[src/rtl/fsic_axis_pkg.sv]
// Shared AXI-Stream FIFO definitions: packed-word field offsets and skid buffer state encoding.
package fsic_axis_pkg;

  localparam int unsigned AXIS_DATA_W = 32;
  localparam int unsigned AXIS_STRB_W = AXIS_DATA_W / 8;
  localparam int unsigned AXIS_USER_W = 2;
  localparam int unsigned AXIS_ID_W   = 2;
  localparam int unsigned AXIS_WIDTH  = AXIS_DATA_W + 2 * AXIS_STRB_W + AXIS_USER_W + AXIS_ID_W + 1;

  localparam int unsigned TDATA_LSB = 0;
  localparam int unsigned TSTRB_LSB = TDATA_LSB + AXIS_DATA_W;
  localparam int unsigned TKEEP_LSB = TSTRB_LSB + AXIS_STRB_W;
  localparam int unsigned TUSER_LSB = TKEEP_LSB + AXIS_STRB_W;
  localparam int unsigned TID_LSB   = TUSER_LSB + AXIS_USER_W;
  localparam int unsigned TLAST_BIT = TID_LSB + AXIS_ID_W;

  typedef enum logic [1:0] {
    EMPTY = 2'd0,
    BUSY  = 2'd1,
    FULL  = 2'd2
  } skid_state_e;

endpackage

[src/rtl/axis_skid_buf.sv]
// Generic 2-entry skid buffer: main register drives the output, skid register absorbs the one
// beat that may arrive while the registered ready is still high during a downstream stall.
module axis_skid_buf
  import fsic_axis_pkg::*;
#(
  parameter int unsigned WIDTH = AXIS_WIDTH
) (
  input  logic             clk,
  input  logic             rst,
  input  logic             in_vld,
  output logic             in_rdy,
  input  logic [WIDTH-1:0] in_data,
  output logic             out_vld,
  input  logic             out_rdy,
  output logic [WIDTH-1:0] out_data
);

  skid_state_e      state_q, state_d;
  logic [WIDTH-1:0] main_q, main_d;
  logic [WIDTH-1:0] skid_q, skid_d;
  logic             rdy_q;
  logic             accept;
  logic             emit;

  assign accept = in_vld & rdy_q;
  assign emit   = (state_q != EMPTY) & out_rdy;

  always_comb begin
    state_d = state_q;
    main_d  = main_q;
    skid_d  = skid_q;
    unique case (state_q)
      EMPTY: begin
        if (accept) begin
          state_d = BUSY;
          main_d  = in_data;
        end
      end
      BUSY: begin
        if (accept && !emit) begin
          state_d = FULL;
          skid_d  = in_data;
        end else if (emit && !accept) begin
          state_d = EMPTY;
        end else if (accept && emit) begin
          main_d = in_data;
        end
      end
      // rdy_q is low here, so no accept can coincide with the emit.
      FULL: begin
        if (emit) begin
          state_d = BUSY;
          main_d  = skid_q;
        end
      end
      default: state_d = EMPTY;
    endcase
  end

  always_ff @(posedge clk) begin
    if (rst) begin
      state_q <= EMPTY;
      main_q  <= '0;
      skid_q  <= '0;
      rdy_q   <= 1'b0;
    end else begin
      state_q <= state_d;
      main_q  <= main_d;
      skid_q  <= skid_d;
      rdy_q   <= (state_d != FULL);
    end
  end

  assign in_rdy   = rdy_q;
  assign out_vld  = (state_q != EMPTY);
  assign out_data = main_q;

endmodule

[src/rtl/axis_fifo_packer.sv]
// AXI-Stream slave to FIFO write port: packs beat fields into one word, drops null beats.
// Optional frame counter on pkt_cnt enabled by defining AXIS_PACKER_PKT_CNT_EN.
module axis_fifo_packer
  import fsic_axis_pkg::*;
#(
  parameter int unsigned DATA_W = AXIS_DATA_W,
  parameter int unsigned USER_W = AXIS_USER_W,
  parameter int unsigned ID_W   = AXIS_ID_W,
  parameter int unsigned WIDTH  = AXIS_WIDTH
) (
  input  logic                axis_clk,
  input  logic                axi_reset,
  input  logic                s_tvalid,
  output logic                s_tready,
  input  logic [DATA_W-1:0]   s_tdata,
  input  logic [DATA_W/8-1:0] s_tstrb,
  input  logic [DATA_W/8-1:0] s_tkeep,
  input  logic [USER_W-1:0]   s_tuser,
  input  logic [ID_W-1:0]     s_tid,
  input  logic                s_tlast,
  output logic                w_vld,
  input  logic                w_rdy,
  output logic [WIDTH-1:0]    data_in,
  output logic [15:0]         pkt_cnt
);

  localparam int unsigned STRB_W = DATA_W / 8;

  logic [WIDTH-1:0] word;
  logic             null_beat;
  logic             push;

  always_comb begin
    word                           = '0;
    word[TDATA_LSB +: DATA_W]      = s_tdata;
    word[TSTRB_LSB +: STRB_W]      = s_tstrb;
    word[TKEEP_LSB +: STRB_W]      = s_tkeep;
    word[TUSER_LSB +: USER_W]      = s_tuser;
    word[TID_LSB +: ID_W]          = s_tid;
    word[TLAST_BIT]                = s_tlast;
  end

  // Null beats still see s_tready and are consumed, they just never reach the buffer.
  // A keep-less tlast beat is kept so the frame boundary survives.
  assign null_beat = (s_tkeep == '0) && !s_tlast;
  assign push      = s_tvalid & ~null_beat;

  axis_skid_buf #(
    .WIDTH (WIDTH)
  ) u_skid (
    .clk      (axis_clk),
    .rst      (axi_reset),
    .in_vld   (push),
    .in_rdy   (s_tready),
    .in_data  (word),
    .out_vld  (w_vld),
    .out_rdy  (w_rdy),
    .out_data (data_in)
  );

`ifdef AXIS_PACKER_PKT_CNT_EN
  logic [15:0] pkt_cnt_q;

  always_ff @(posedge axis_clk) begin
    if (axi_reset) begin
      pkt_cnt_q <= '0;
    end else if (w_vld && w_rdy && data_in[TLAST_BIT]) begin
      pkt_cnt_q <= pkt_cnt_q + 16'd1;
    end
  end

  assign pkt_cnt = pkt_cnt_q;
`else
  assign pkt_cnt = 16'h0;
`endif

endmodule
[config.mk]
export PLATFORM = sky130hd
export DESIGN_NAME = axis_fifo_packer
export DESIGN_NICKNAME = d
export VERILOG_FILES = /design/src/rtl/fsic_axis_pkg.sv /design/src/rtl/axis_skid_buf.sv /design/src/rtl/axis_fifo_packer.sv
export SDC_FILE = /design/constraint.sdc
export NUM_CORES = 1
export LEC_CHECK = 0
export BUFFER_PORTS_ARGS = -buffer_cell sky130_fd_sc_hd__buf_2
export CAP_MARGIN = 40
export CORE_ASPECT_RATIO = 0.5
export CORE_UTILIZATION = 33
export CTS_CLUSTER_DIAMETER = 200
export DETAILED_ROUTE_END_ITERATION = 8
export SETUP_SLACK_MARGIN = 0.4
export SLEW_MARGIN = 20
export SYNTH_ARGS = -nofsm -noshare
export SYNTH_HDL_FRONTEND = slang
export SYNTH_SLANG_ARGS = --single-unit
[constraint.sdc]
create_clock -name axis_clk -period 3 [get_ports axis_clk]
set_clock_uncertainty 0.05 [all_clocks]
set_input_delay 0.9 -clock axis_clk [delete_from_list [all_inputs] [get_ports axis_clk]]
set_output_delay 0.9 -clock axis_clk [all_outputs]
set_load 0.1 [all_outputs]
* Yosys cells after proc, flatten, opt, wreduce, memory -nomap -nowiden
Cells that the tools add are included.
Word-level totals: flip-flop bits (word level) 93, bits of input ports 49, output and inout bits 63, word-level logic and storage cells 40
Operators by class: eq/ne operators 8, mux-type cells 11, bitwise operators 4, reductions and logical operators 13
Operators with widths (number):
- 45-bit 2-to-1 mux | 5
- 45-bit case mux with 3 select lines | 1
- 2-bit 2-to-1 mux | 4
- 2-bit by 1-bit != test with 1-bit output, second input constant | 3
- 2-bit != test, second input constant | 3
- 2-bit case mux with 3 select lines | 1
- 6-bit AND reduction | 1
- 1-bit logical AND | 4
- 4-bit logical NOT | 1
- 1-bit AND | 3
- 1-bit logical NOT | 3
- 3-bit nonzero test | 1
- 2-bit by 1-bit equality test with 1-bit output, second input constant | 1
- 2-bit equality test, second input constant | 1
- 2-bit logical NOT | 1
- 2-bit AND reduction | 1
- 2-bit nonzero test | 1
- 1-bit NOT | 1

* Logic depth before layout (Yosys ltp)
depth after elaboration 11, depth in mapped cells 8, depth with buffers taken out 4

* Hierarchy
Synthesis repeated with hierarchy kept, for this count alone.
Unflattened totals: cell total of the unflattened synthesis 429, area total of the unflattened synthesis 4201.5 um^2
Modules (own cells, without submodules):
- axis_skid_buf | times used 1, cells each 410, area an instance 4062.6 um^2
- axis_fifo_packer | times used 1, cells each 19, area an instance 138.9 um^2

* Worst setup path after synthesis
OpenSTA, ideal clock, no wires.
path type input-to-reg, from in s_tlast, to reg u_skid.main_q[10], in the netlist u_skid.out_data[10], arrival time 2.286 ns, data required time 2.869 ns, slack 0.583 ns, stages 7, cell sequence or3_1 > or3_1 > buf_2 > and3_4 > buf_6 > buf_6 > a211oi_2
Between the ends: word-level cells in the longest chain between the ends 9, elaborated cells on any way between the ends 14, those cells by class eq/ne: 4; bitwise: 3; reduce/logical: 7
Ends and longest elaborated chain:
- start: declaration | line axis_fifo_packer.sv:20 | input logic s_tlast,
- 1-bit logical NOT * | line axis_fifo_packer.sv:45 | assign null_beat = (s_tkeep == '0) && !s_tlast;
- 1-bit logical AND * | line axis_fifo_packer.sv:45
- 1-bit NOT * | line axis_fifo_packer.sv:46 | assign push = s_tvalid & ~null_beat;
- 1-bit AND * | line axis_fifo_packer.sv:46
- 1-bit AND * | line axis_skid_buf.sv:25 | assign accept = in_vld & rdy_q;
- 1-bit logical NOT | line axis_skid_buf.sv:43 | end else if (emit && !accept) begin
- 1-bit logical AND | line axis_skid_buf.sv:43
- 2-bit != test (no line)
- 6-bit AND reduction (no line) *
- end signal: assignment | line axis_skid_buf.sv:68 | main_q <= main_d;
- end: declaration | line axis_skid_buf.sv:19 | logic [WIDTH-1:0] main_q, main_d;
Every way passes the cells marked *; elsewhere a longest branch is shown, timed or not. A chain may end at the register's enable or synchronous reset.

* Worst setup path in the final report
from reg u_skid.state_q[1], to out w_vld
Between the ends: word-level cells in the longest chain between the ends 1
Ends and longest elaborated chain:
- start: declaration | line axis_skid_buf.sv:18 | skid_state_e state_q, state_d;
- start signal: assignment | line axis_skid_buf.sv:67 | state_q <= state_d;
- 2-bit nonzero test | line axis_skid_buf.sv:75 | assign out_vld = (state_q != EMPTY);
- end: declaration | line axis_fifo_packer.sv:21 | output logic w_vld,
No other way between the ends.

==> reports/results.txt <==
R2R Setup Slk - 0.87 ns
peak supply drop - 0.2719 mV
Rel. slew slack - 0.4816
Met2 Routed Length - 5154 um
post-synthesis register bit count - 93
DRT Pass-1 Iters - 4
P_leak - 2.190 nW
max-slew violations - 0
Worst Reg-to-Reg Cells - 6
clock network power share - 0.328
synth warn - 0
fin worst setup slack - 0.5621 ns
Starting Density - 0.3469
core area - 12120 sq um
Clock Sinks - 93
Flop pwr share - 0.417
Synth Area in XOR/XNOR - 0
I/O pins - 112
Finished Core Util - 0.4170
vias in the first global route - 3233
post-DP HPWL - 6743 um
internal power - 2.032 mW
Post-DRT Antenna Nets - 0
worst skew pair latency - 0.34 ns
NetSw - 1.153 mW
CTS tree - built
ant diodes - 0
area growth from synthesis to final layout - 20.20%
die area - 13230 sq um
crit path from - u_skid.state_q[1]$_SDFF_PP0_
CP Data Required Time - 2.05 ns
DR vias - 3518
simple-gate portion of the synthesized area - 0.1029
CP endpoint - w_vld
htree depth - 3
initial antenna violation count - 0
Cells after Synth - 452
Post-route DRC - 0
wire length per cell - 15.48 um
FMAX - 0.4102 GHz
Crit Path Class - flip-flop to output pin
TritonCTS Buffers - 9
FF-to-FF Start - u_skid.state_q[1]$_SDFF_PP0_
main combinational cell family by area after synthesis - compound AO/OA/AOI/OAI gates
Tmin final - 2.438 ns
largest net degree at the start of global routing - 46
Power, Total - 3.186 mW
Die Wd - 161.6 um
slew at the pin closest to its max-slew limit - 0.7775 ns
uppermost layer routed - met4
crit-path max FO - 10
synth unique cells - 28
RSZ-0062 raised after global routing - false
Met3 Routed Length - 308 um
setup TNS - 0 ns
Mapped Area - 4205 sq um
worst hold margin - 0.4024 ns
hold_buf cts - 0
DR iter-0 viols - 142
Total Routing Usage GR - 0.1623
number of nets in the layout - 574
RR Endpoint - u_skid.skid_q[17]$_SDFFE_PP0P_
status - finished, final reports clean
GP Congestion - 0.7588
max-cap violation count - 0
mux cell area share after synthesis - 0.1095
first-pass GRT wire length - 16590 um
adder-cell share of the synthesized area - 0
IO Port Bufs - 95
CP startpoint kind - flip-flop
complex-gate fraction of the synthesized area - 0.2657
final WL - 10750 um
Final period util - 0.8126
row cnt - 28
Met1 Wirelength - 5149 um
Bufs on Longest Clock Path - 2
post-CTS resize count - 0
CP arrival - 1.49 ns
class of the worst hold path - flip-flop to flip-flop
Final Hold Vio Count - 0
Post-CTS Setup Inserts - 0
share of power burned in combinational logic - 0.255
sequential share of the synthesized area - 0.4427
detailed-route vias per instance - 5.069
switching share of total power - 0.3620
CP Capture Type - output pin
CTS root buffer - clkbuf_16
grt ovf - 0
worst slack, placed - 0.3039 ns
share of layout cells above drive strength 1 - 0.3195
clock slew at reported path FFs - 0.06 ns
final setup fails - 0
Pwr Density - 630.2 nW/um^2
Avg Inst Size Synth - 9.304 sq um
Die Height - 81.83 um
## layout by cell type, fill, tap and decap left out, types with 2 or more instances in the layout
| cell type | count |
|---|---|
| dfxtp_1 | 93 |
| a21oi_1 | 48 |
| nor3_1 | 2 |
| or2_2 | 2 |
| clkbuf_1 | 2 |
| mux2i_1 | 46 |
| a211oi_1 | 5 |
| nor2_1 | 2 |
| clkinvlp_4 | 3 |
| buf_12 | 4 |
| buf_4 | 8 |
| a211oi_2 | 40 |
| a31oi_1 | 45 |
| nand2_1 | 90 |
| conb_1 | 16 |
| clkbuf_16 | 9 |
| buf_2 | 94 |
## final cells by class
type                       count  area, sq um
clock inverter                 3        22.52
timing repair buffer         107        621.8
inverter                       1        3.754
multi-input combinational    313         2092
tap                          165        206.4
sequential                    93         1862
clock buffer                  12        246.5
fill                        1263         7067
## worst min path at each step
stage / depth (start not counted) / startpoint / slack [ns] / to
4_1_cts: 2 / u_skid.skid_q[30]$_SDFFE_PP0P_ / 0.40 / u_skid.skid_q[30]$_SDFFE_PP0P_
6_report: 2 / u_skid.skid_q[40]$_SDFFE_PP0P_ / 0.40 / u_skid.skid_q[40]$_SDFFE_PP0P_
3_5_place_dp: 2 / u_skid.skid_q[42]$_SDFFE_PP0P_ / 0.40 / u_skid.skid_q[42]$_SDFFE_PP0P_
3_3_place_gp: 2 / u_skid.skid_q[13]$_SDFFE_PP0P_ / 0.39 / u_skid.skid_q[13]$_SDFFE_PP0P_
5_1_grt: 2 / u_skid.skid_q[9]$_SDFFE_PP0P_ / 0.42 / u_skid.skid_q[9]$_SDFFE_PP0P_
2_1_floorplan: 2 / u_skid.skid_q[0]$_SDFFE_PP0P_ / 0.39 / u_skid.skid_q[0]$_SDFFE_PP0P_
## through the flow
stage	std cells	cell area (sq um)
after floorplan	467	4262
after global placement	677	4755
after detailed placement	679	4786
after CTS	694	5055
after global routing	694	5055
final	694	5055
## cells in the mapped netlist
master	count	area, sq um
nand3b_1	1	7.510
a31oi_1	45	281.5
inv_1	1	3.750
o21a_1	1	7.510
a21oi_1	48	240.2
conb_1	1	3.750
or3_1	2	12.51
nand2_1	92	345.3
buf_2	2	10.01
and3_4	1	11.26
buf_6	5	56.30
o31ai_1	1	7.510
dfxtp_1	93	1862
a211oi_2	41	513.0
nor3_1	2	10.01
and2_1	1	6.260
nand2b_1	1	6.260
mux2i_1	46	460.4
clkbuf_1	37	138.9
buf_4	16	120.1
nor3b_1	1	7.510
o21ai_0	1	5.000
or2_2	2	12.51
o21bai_1	1	7.510
a211o_1	2	17.52
nor2b_1	1	6.260
nor2_1	2	7.510
a211oi_1	5	37.54
## cell families (layout without fill, tap and decap cells)
family	after synthesis	count (layout)
flops	93	93
buf+inv	61	123
mux	46	46
other cells	1	16
compound gates	145	145
simple gates	106	106
## sequential cells by signal (all words and copies together) (netlist names)
signal,flops
u_skid.in_rdy,1
u_skid.out_data,45
u_skid.skid_q,45
u_skid.state_q,2
## per-layer routing
metal,up-vias,global-route usage
met4,0,0.04528
met2,63,0.2853
met5,-,0
li1,1733,-
met1,1713,0.2005
met3,9,0.03939
## critical path: stages (launching register included)
cell     delay [ns]
dfxtp_1        0.56
or2_2          0.18
buf_2          0.41
## power by group through the flow
stage / clock, mW / combinational (mW) / sequential [mW]
2_1_floorplan: 0 / 0.329 / 1.72
3_3_place_gp: 0 / 0.807 / 1.36
3_5_place_dp: 0 / 0.813 / 1.36
4_1_cts: 1.07 / 0.815 / 1.33
5_1_grt: 1.11 / 0.849 / 1.34
6_report: 1.04 / 0.811 / 1.33
(Power assumes the default switching activity.)
